--- config.mk ---
export PLATFORM = sky130hd
export DESIGN_NAME = ifid_stage_buf
export DESIGN_NICKNAME = d
export VERILOG_FILES = /design/src/rtl/ifid_stage_buf.sv
export SDC_FILE = /design/constraint.sdc
export NUM_CORES = 1
export LEC_CHECK = 0
export CAP_MARGIN = 40
export CORE_ASPECT_RATIO = 1.2
export CORE_MARGIN = 2
export CORE_UTILIZATION = 43
export DETAILED_ROUTE_END_ITERATION = 12
export PLACE_DENSITY_LB_ADDON = 0.12
export SLEW_MARGIN = 20
export SYNTH_ARGS = -nofsm -noshare
export SYNTH_HDL_FRONTEND = slang
export SYNTH_SLANG_ARGS = --single-unit
export TNS_END_PERCENT = 100
--- constraint.sdc ---
create_clock -name clk -period 1.8 [get_ports clk]
set_clock_uncertainty 0.2 [all_clocks]
set_input_delay 0.27 -clock clk [delete_from_list [all_inputs] [get_ports clk]]
set_output_delay 0.27 -clock clk [all_outputs]
set_load 0.05 [all_outputs]
--- src/rtl/ifid_stage_buf.sv ---
// rtl/ifid_stage_buf.sv - IF/ID stage: fetch handshake, one-entry skid buffer, bubble/flush insertion, field decode
module ifid_stage_buf #(
  parameter int          PC_W  = 16,
  parameter logic [15:0] NOP   = 16'hF000,
  parameter int          CNT_W = 16
) (
  input  logic             clk,
  input  logic             rst_n,
  input  logic             in_valid,
  output logic             in_ready,
  input  logic [15:0]      instruction,
  input  logic [PC_W-1:0]  pc_in,
  input  logic             stall,
  input  logic             flush,
  output logic             out_valid,
  output logic [3:0]       opcode,
  output logic [2:0]       branch_cond,
  output logic [3:0]       reg_rs,
  output logic [3:0]       reg_rt,
  output logic [3:0]       reg_rd,
  output logic [3:0]       arith_imm,
  output logic [7:0]       load_save_imm,
  output logic [11:0]      call_target,
  output logic [PC_W-1:0]  pc_out,
  output logic [CNT_W-1:0] bubble_cnt
);

  logic [15:0]      m_inst_q, m_inst_d;
  logic [PC_W-1:0]  m_pc_q, m_pc_d;
  logic             m_valid_q, m_valid_d;
  logic [15:0]      s_inst_q, s_inst_d;
  logic [PC_W-1:0]  s_pc_q, s_pc_d;
  logic             s_valid_q, s_valid_d;
  logic [CNT_W-1:0] bubble_cnt_q, bubble_cnt_d;
  logic             accept;
  logic             bubble;

  assign in_ready = !s_valid_q && !flush;
  assign accept   = in_valid && in_ready;

  // Priority: flush > stall > advance; the skid entry always drains before new input.
  always_comb begin
    m_inst_d  = m_inst_q;
    m_pc_d    = m_pc_q;
    m_valid_d = m_valid_q;
    s_inst_d  = s_inst_q;
    s_pc_d    = s_pc_q;
    s_valid_d = s_valid_q;
    bubble    = 1'b0;
    if (flush) begin
      m_inst_d  = NOP;
      m_valid_d = 1'b0;
      s_valid_d = 1'b0;
      bubble    = 1'b1;
    end else if (stall) begin
      if (accept) begin
        s_inst_d  = instruction;
        s_pc_d    = pc_in;
        s_valid_d = 1'b1;
      end
    end else if (s_valid_q) begin
      m_inst_d  = s_inst_q;
      m_pc_d    = s_pc_q;
      m_valid_d = 1'b1;
      s_valid_d = 1'b0;
    end else if (accept) begin
      m_inst_d  = instruction;
      m_pc_d    = pc_in;
      m_valid_d = 1'b1;
    end else begin
      m_inst_d  = NOP;
      m_valid_d = 1'b0;
      bubble    = 1'b1;
    end
  end

  always_comb begin
    bubble_cnt_d = bubble_cnt_q;
    if (bubble && (bubble_cnt_q != {CNT_W{1'b1}})) begin
      bubble_cnt_d = bubble_cnt_q + {{(CNT_W-1){1'b0}}, 1'b1};
    end
  end

  always_ff @(posedge clk or negedge rst_n) begin
    if (!rst_n) begin
      m_inst_q     <= NOP;
      m_pc_q       <= '0;
      m_valid_q    <= 1'b0;
      s_inst_q     <= '0;
      s_pc_q       <= '0;
      s_valid_q    <= 1'b0;
      bubble_cnt_q <= '0;
    end else begin
      m_inst_q     <= m_inst_d;
      m_pc_q       <= m_pc_d;
      m_valid_q    <= m_valid_d;
      s_inst_q     <= s_inst_d;
      s_pc_q       <= s_pc_d;
      s_valid_q    <= s_valid_d;
      bubble_cnt_q <= bubble_cnt_d;
    end
  end

  assign out_valid     = m_valid_q;
  assign opcode        = m_inst_q[15:12];
  assign branch_cond   = m_inst_q[10:8];
  assign reg_rs        = m_inst_q[7:4];
  assign reg_rt        = m_inst_q[3:0];
  assign reg_rd        = m_inst_q[11:8];
  assign arith_imm     = m_inst_q[3:0];
  assign load_save_imm = m_inst_q[7:0];
  assign call_target   = m_inst_q[11:0];
  assign pc_out        = m_pc_q;
  assign bubble_cnt    = bubble_cnt_q;

endmodule

==> results <==
==> registers in the layout, indices dropped and copies added, names as in the netlist <==
signal	count
s_inst_q	16
s_pc_q	16
pc_out	16
bubble_cnt	16
m_inst_q	16
s_valid_q	1
out_valid	1
==> routing by layer <==
metal / share of wire / vias up / global-route usage
met5: 0 / - / 0
met4: 0.019 / 0 / 0.0835
met3: 0.055 / 11 / 0.0462
met2: 0.50 / 75 / 0.288
met1: 0.43 / 1348 / 0.227
li1: - / 1353 / -
==> metrics by stage <==
step | setup WS [ps] | TNS (ps) | util | cell area (µm²) | power (W)
after floorplan | -101 | -3120 | - | 3970 | 0.00388
after global placement | -257 | -16090 | 0.591 | 5120 | 0.00464
after detailed placement | -315 | -19790 | 0.591 | 5120 | 0.00468
after CTS | 24.2 | 0 | 0.619 | 5360 | 0.00622
after global routing | -24.1 | -392 | 0.626 | 5420 | 0.00652
final | 45.7 | 0 | 0.626 | 5420 | 0.00620
==> critical path: stages, from the launching register on <==
cell and delay [ps]:
dfrtp_2 430, buf_4 160, nor2_4 90, buf_4 130, buf_12 120
==> final cells by class <==
cell class | count | area [µm²]
Fill cell | 681 | 3240
Sequential cell | 82 | 2080
Multi-Input combinational cell | 196 | 1570
Timing Repair Buffer | 143 | 1380
Clock buffer | 12 | 155
Tap cell | 117 | 146
Clock inverter | 4 | 73.8
Inverter | 5 | 18.8
==> path summary, 6_finish.rpt <==
| path | start | to | cells past startpoint | slack [ps] |
|---|---|---|---|---|
| max | s_valid_q$_DFFE_PN0P_ | in_ready | 4 | 50 |
| min | rst_n | bubble_cnt[12]$_DFFE_PN0P_ | 3 | 230 |
| max reg2reg | s_valid_q$_DFFE_PN0P_ | s_pc_q[15]$_DFFE_PN0P_ | 5 | 50 |
| min reg2reg | pc_out[10]$_DFFE_PN0P_ | pc_out[10]$_DFFE_PN0P_ | 2 | 290 |
| max in group asynchronous | rst_n | bubble_cnt[10]$_DFFE_PN0P_ | 3 | 740 |
| min in group clk | pc_out[10]$_DFFE_PN0P_ | pc_out[10]$_DFFE_PN0P_ | 2 | 290 |
==> cell usage in the layout, fill, tap and decap left out, types with 2 or more instances in the layout <==
cell	count
dfrtp_2	16
nand2_1	22
clkbuf_8	11
nand4_1	2
nor4_1	2
nand3_1	2
nand2_2	2
xor2_1	7
buf_4	89
dfrtp_1	62
mux2i_1	21
nor3_2	2
nor3_1	15
a21oi_1	4
o21ai_0	21
nor2_1	9
nor4_2	4
a221oi_1	12
dfstp_2	4
nor2b_1	12
mux2_1	2
nand2b_1	2
nor4_4	2
bufinv_16	2
or3_1	2
clkdlybuf4s50_1	35
mux2_2	33
inv_1	5
buf_12	17
==> kinds of logic (layout without fill, tap and decap cells) <==
family          after synthesis  after routing  share of synthesized area
simple gates                 89             89                      0.136
flops                        82             82                      0.533
mux                          57             57                      0.159
buf+inv                      50            164                     0.0810
compound gates               41             41                     0.0693
xor+xnor                      8              8                     0.0181
fa+ha+maj                     1              1                    0.00324
==> where the power goes <==
group / total, W / switching, W / internal, W
sequential: 0.00247 / 0.000270 / 0.00220
clock: 0.00152 / 0.000660 / 0.000858
combinational: 0.00221 / 0.00132 / 0.000892
==> what timing repair did <==
item	CTS	global route
resized for setup	0	4
hold buffers	1	0
setup buffers	0	6
endpoints found under the hold margin	78	0
setup endpoints to repair	0	32
==> results.yml <==
status:
  status: "finished clean"
finish:
  drive_above_1_share: 0.443
  area_delta_synth_final_pct: 40.3
  antenna_cells: 0
  fin_nets: 475
  final_cells: 559
logic_synthesis:
  synth.most_common_cell: "dfrtp_1"
  synth.avg_cell_area_um2: 11.8
  yosysSeqAreaShare: 0.533
  syn_area_um2: 3860
  synth_area_leaders: "dfrtp_1, mux2_2, buf_4"
  synth_edf_count: 0
  synth_top_area_cell: "dfrtp_1"
  synth_top_area_frac: 0.505
  syn-num-nets: 366
  yosys_most_used_dff: "dfrtp_1"
  ys_types: 40
  synth-seq-cells: 82
  syn_inst: 328
  netlist_top_cells_count: "dfrtp_1, mux2_2, buf_4"
  async_reset_ff_frac: 1.00
  yosysWarnings: 0
sta:
  max_freq_mhz: 570
  rsz0062_at_grt: "yes"
  hold_viol: 0
  period_share: 0.975
  fin_crit_ps: 1750
  slew_headroom: 0.691
  holdWs_ps: 234
  slew_viol_final: 0
  setup_viol: 0
  tightestPinTransition_ps: 463
hold_path:
  hold_class: "input pin to asynchronous set/reset pin"
critical_path:
  crit_type: "register to output port"
  cp-start-kind: "register"
  cp_max_fo: 3
  required_ps: 1330
  cp.arrival_ps: 1280
  critPathCaptureType: "output port"
route:
  drc: 0
  ant_nets: 0
  routed_wl_mm: 8.27
  first_iter_violations: 106
  wire_per_inst_um: 14.8
  firstDrtPassIters: 4
  avgViaCountPerCell: 4.99
  num_vias: 2787
cts:
  numCtsBuffers: 9
  cts.sinks: 82
  htree_levels: 3
  clock-root-buffer: "clkbuf_8"
  cts_tree: "yes"
  clk-insertion-delay-late_ps: 360
  clk_pin_slew_ps: 80
  cts_buffer_depth: 2
floorplan:
  die_area_um2: 9760
  coreArea_um2: 8660
  pin_count: 114
  placementRows: 37
  fp.dieW_um: 90.5
  die_y_um: 108
  initial_utilization: 0.446
power:
  power.density_nw_per_um2: 1140
  ir_worst_vdd_mv: 0.894
  power_leakage_nw: 2.38
flow_run:
  maxCapViolations: 0
grt:
  antenna_found_initial: 0
  grt_pass1_vias: 2852
  grt-ovfl-total: 0
  grt_max_degree: 83
  grt_pass1_wl_mm: 13.9
  grt_usage: 0.179
place:
  dpl.hpwl_mm: 5.65
  dp_cells: 536
  gp_congestion: 0.719
  port_buffers: 113
(Power assumes the default switching activity.)
==> patch: new RTL, config.mk and constraints unchanged <==
Change the parameter `PC_W` from 16 to 32.
--- a/src/rtl/ifid_stage_buf.sv
+++ b/src/rtl/ifid_stage_buf.sv
@@ -1,6 +1,6 @@
 // rtl/ifid_stage_buf.sv - IF/ID stage: fetch handshake, one-entry skid buffer, bubble/flush insertion, field decode
 module ifid_stage_buf #(
-  parameter int          PC_W  = 16,
+  parameter int          PC_W  = 32,
   parameter logic [15:0] NOP   = 16'hF000,
   parameter int          CNT_W = 16
 ) (
Ports: changed (resized pc_in and pc_out); port bits go from 114 to 146. The function was not compared with the original's and may differ.
==> patch against the unedited design <==
Fmax down 0.45%. Count of clock-buffer cells in the layout is 8 higher. Worst setup slack worse by 7.9 ps. Worst hold slack lost 21 ps. Wire length increased by 41%. Die area rose by 33%. Sequential share of layout area up 0.15 points. Design area rose by 38%. First-iteration DRC count is 20% lower. Area after synthesis increased by 35%. Clock power up 120%. Sequential cell count rose by 32. Total power increased by 57%. Critical path type unchanged. Largest cell class unchanged. Highest routed layer unchanged.
==> patch: results (changes against the unedited design) <==
\begin{tabular}{lr}
\hline
Metric & Value \\
\hline
\multicolumn{2}{l}{\textbf{Clock tree}} \\
\quad Worst skew pair latency & 400 ps (+40 ps) \\
\quad CTS H-tree lvls & 4 (+1) \\
\quad Number of resized instances in the post-cts repair step & 2 (+2) \\
\quad Clock-pin slew of the registers on the worst-case setup and hold paths & 50 ps (-30 ps) \\
\quad Root buffer cell & clkbuf\_16 \\
\quad TritonCTS buffer count & 17 (+8) \\
\quad Post-CTS Setup Repair Bufs & 2 (+2) \\
\multicolumn{2}{l}{\textbf{Yosys}} \\
\quad Area contributors post-synth & dfrtp\_1 53\%, mux2i\_1 6.9\%, mux2\_2 6.3\% \\
\quad Count of mapped cells out of synthesis & 427 (+30\%) \\
\quad Ranking of synthesized cells by instance count & 110 x dfrtp\_1, 36 x mux2i\_1, 34 x nand2\_1 \\
\quad Post-Syn Nets & 481 (+31\%) \\
\multicolumn{2}{l}{\textbf{Route}} \\
\quad Met2 Routed Length & 5840 um (+41\%) \\
\quad Violation count after the first detailed-route iteration & 85 (-20\%) \\
\quad DRT met1 WL & 4890 um (+39\%) \\
\quad Total wire length & 11700 um (+41\%) \\
\multicolumn{2}{l}{\textbf{Power}} \\
\quad Seq pwr & 0.00345 W (+40\%) \\
\quad LEAKAGE & 3.31 nW (+39\%) \\
\quad Gate power share & 0.305 (-0.051) \\
\quad Overall power consumption & 0.00972 W (+57\%) \\
\quad Maximum ir drop on the vdd rail & 623 uV (-30\%) \\
\quad Net Sw Frac & 0.336 (-0.0269) \\
\multicolumn{2}{l}{\textbf{Placement}} \\
\quad GP Congestion & 0.749 (+4.3\%) \\
\quad IO buf count & 145 (+28\%) \\
\quad Minimum setup slack after placement & -335 ps (-19.3 ps) \\
\multicolumn{2}{l}{\textbf{Global routing}} \\
\quad Met1 track demand over resource in global routing & 0.221 (-0.00530) \\
\quad GRT met2 Usage & 0.290 (+0.00204) \\
\quad Combined global-route utilization of all metal layers & 0.180 (+0.00117) \\
\quad Maximum number of pins on one net before global-route repair & 66 (-20\%) \\
\quad Met3 track demand over resource & 0.0644 (+0.0181) \\
\multicolumn{2}{l}{\textbf{Status}} \\
\quad Outcome & complete, no violations \\
\multicolumn{2}{l}{\textbf{Layout}} \\
\quad Share of layout cells above drive strength 1 & 0.409 (-0.0343) \\
\quad Fillcell total & 949 (+39\%) \\
\quad \# nets final & 631 (+33\%) \\
\multicolumn{2}{l}{\textbf{Critical path}} \\
\quad FF-to-FF End & s\_pc\_q[25] \\
\multicolumn{2}{l}{\textbf{STA}} \\
\quad Transition time of the tightest slew-check pin & 496 ps (+32.7 ps) \\
\hline
\end{tabular}
patch: changes by cell type in the layout (fill, tap and decap cells not counted), moves of 16 or more:
cell             delta
buf_4              +25
clkbuf_16          +18
clkdlybuf4s50_1    +16
dfrtp_1            +31
o21ai_0            -19
o21ai_1            +33
patch: worst min-delay path, cell delays in order:
cell           delay, ps
dlygate4sd3_1        530
buf_4                140
buf_12               260
patch: final cells by class:
| type | count | area share |
|---|---|---|
| well taps | 161 | 0.0269 |
| clock inverters | 11 | 0.0184 |
| repair buffers | 185 | 0.232 |
| multi-input cells | 257 | 0.277 |
| flip-flops and latches | 114 | 0.385 |
| inverters | 2 | 0.00100 |
| clock buffers | 20 | 0.0597 |
patch: how the worst max path moves through the flow:
stage | slack, ps | end | cells after the start
final | 40 | in_ready | 4
after global routing | -30 | s_pc_q[14] | 5
after floorplan | -130 | s_inst_q[12] | 6
after detailed placement | -330 | bubble_cnt[15] | 6
after CTS | 4 | bubble_cnt[15] | 5
after global placement | -300 | pc_out[28] | 6
patch: cells by family (layout without fill, tap and decap cells):
logic type / after synthesis / count (layout) / synth area share
adders and majority gates: 1 / 1 / 0.00240
muxes: 88 / 88 / 0.182
and+or+nand+nor: 93 / 93 / 0.0912
buffers and inverters: 56 / 218 / 0.0713
AOI/OAI and AO/OA: 65 / 65 / 0.0881
DFF: 114 / 114 / 0.548
xor gates and xnor gates: 10 / 10 / 0.0168
patch: metrics by stage:
stage                     TNS, ps  cell area, um^2  hold slack (ps)
final                           0             7480              213
after global routing         -454             7480              262
after CTS                       0             7430              218
after detailed placement   -26290             6810              107
after global placement     -27470             6810             99.6
after floorplan             -4600             5320             -226
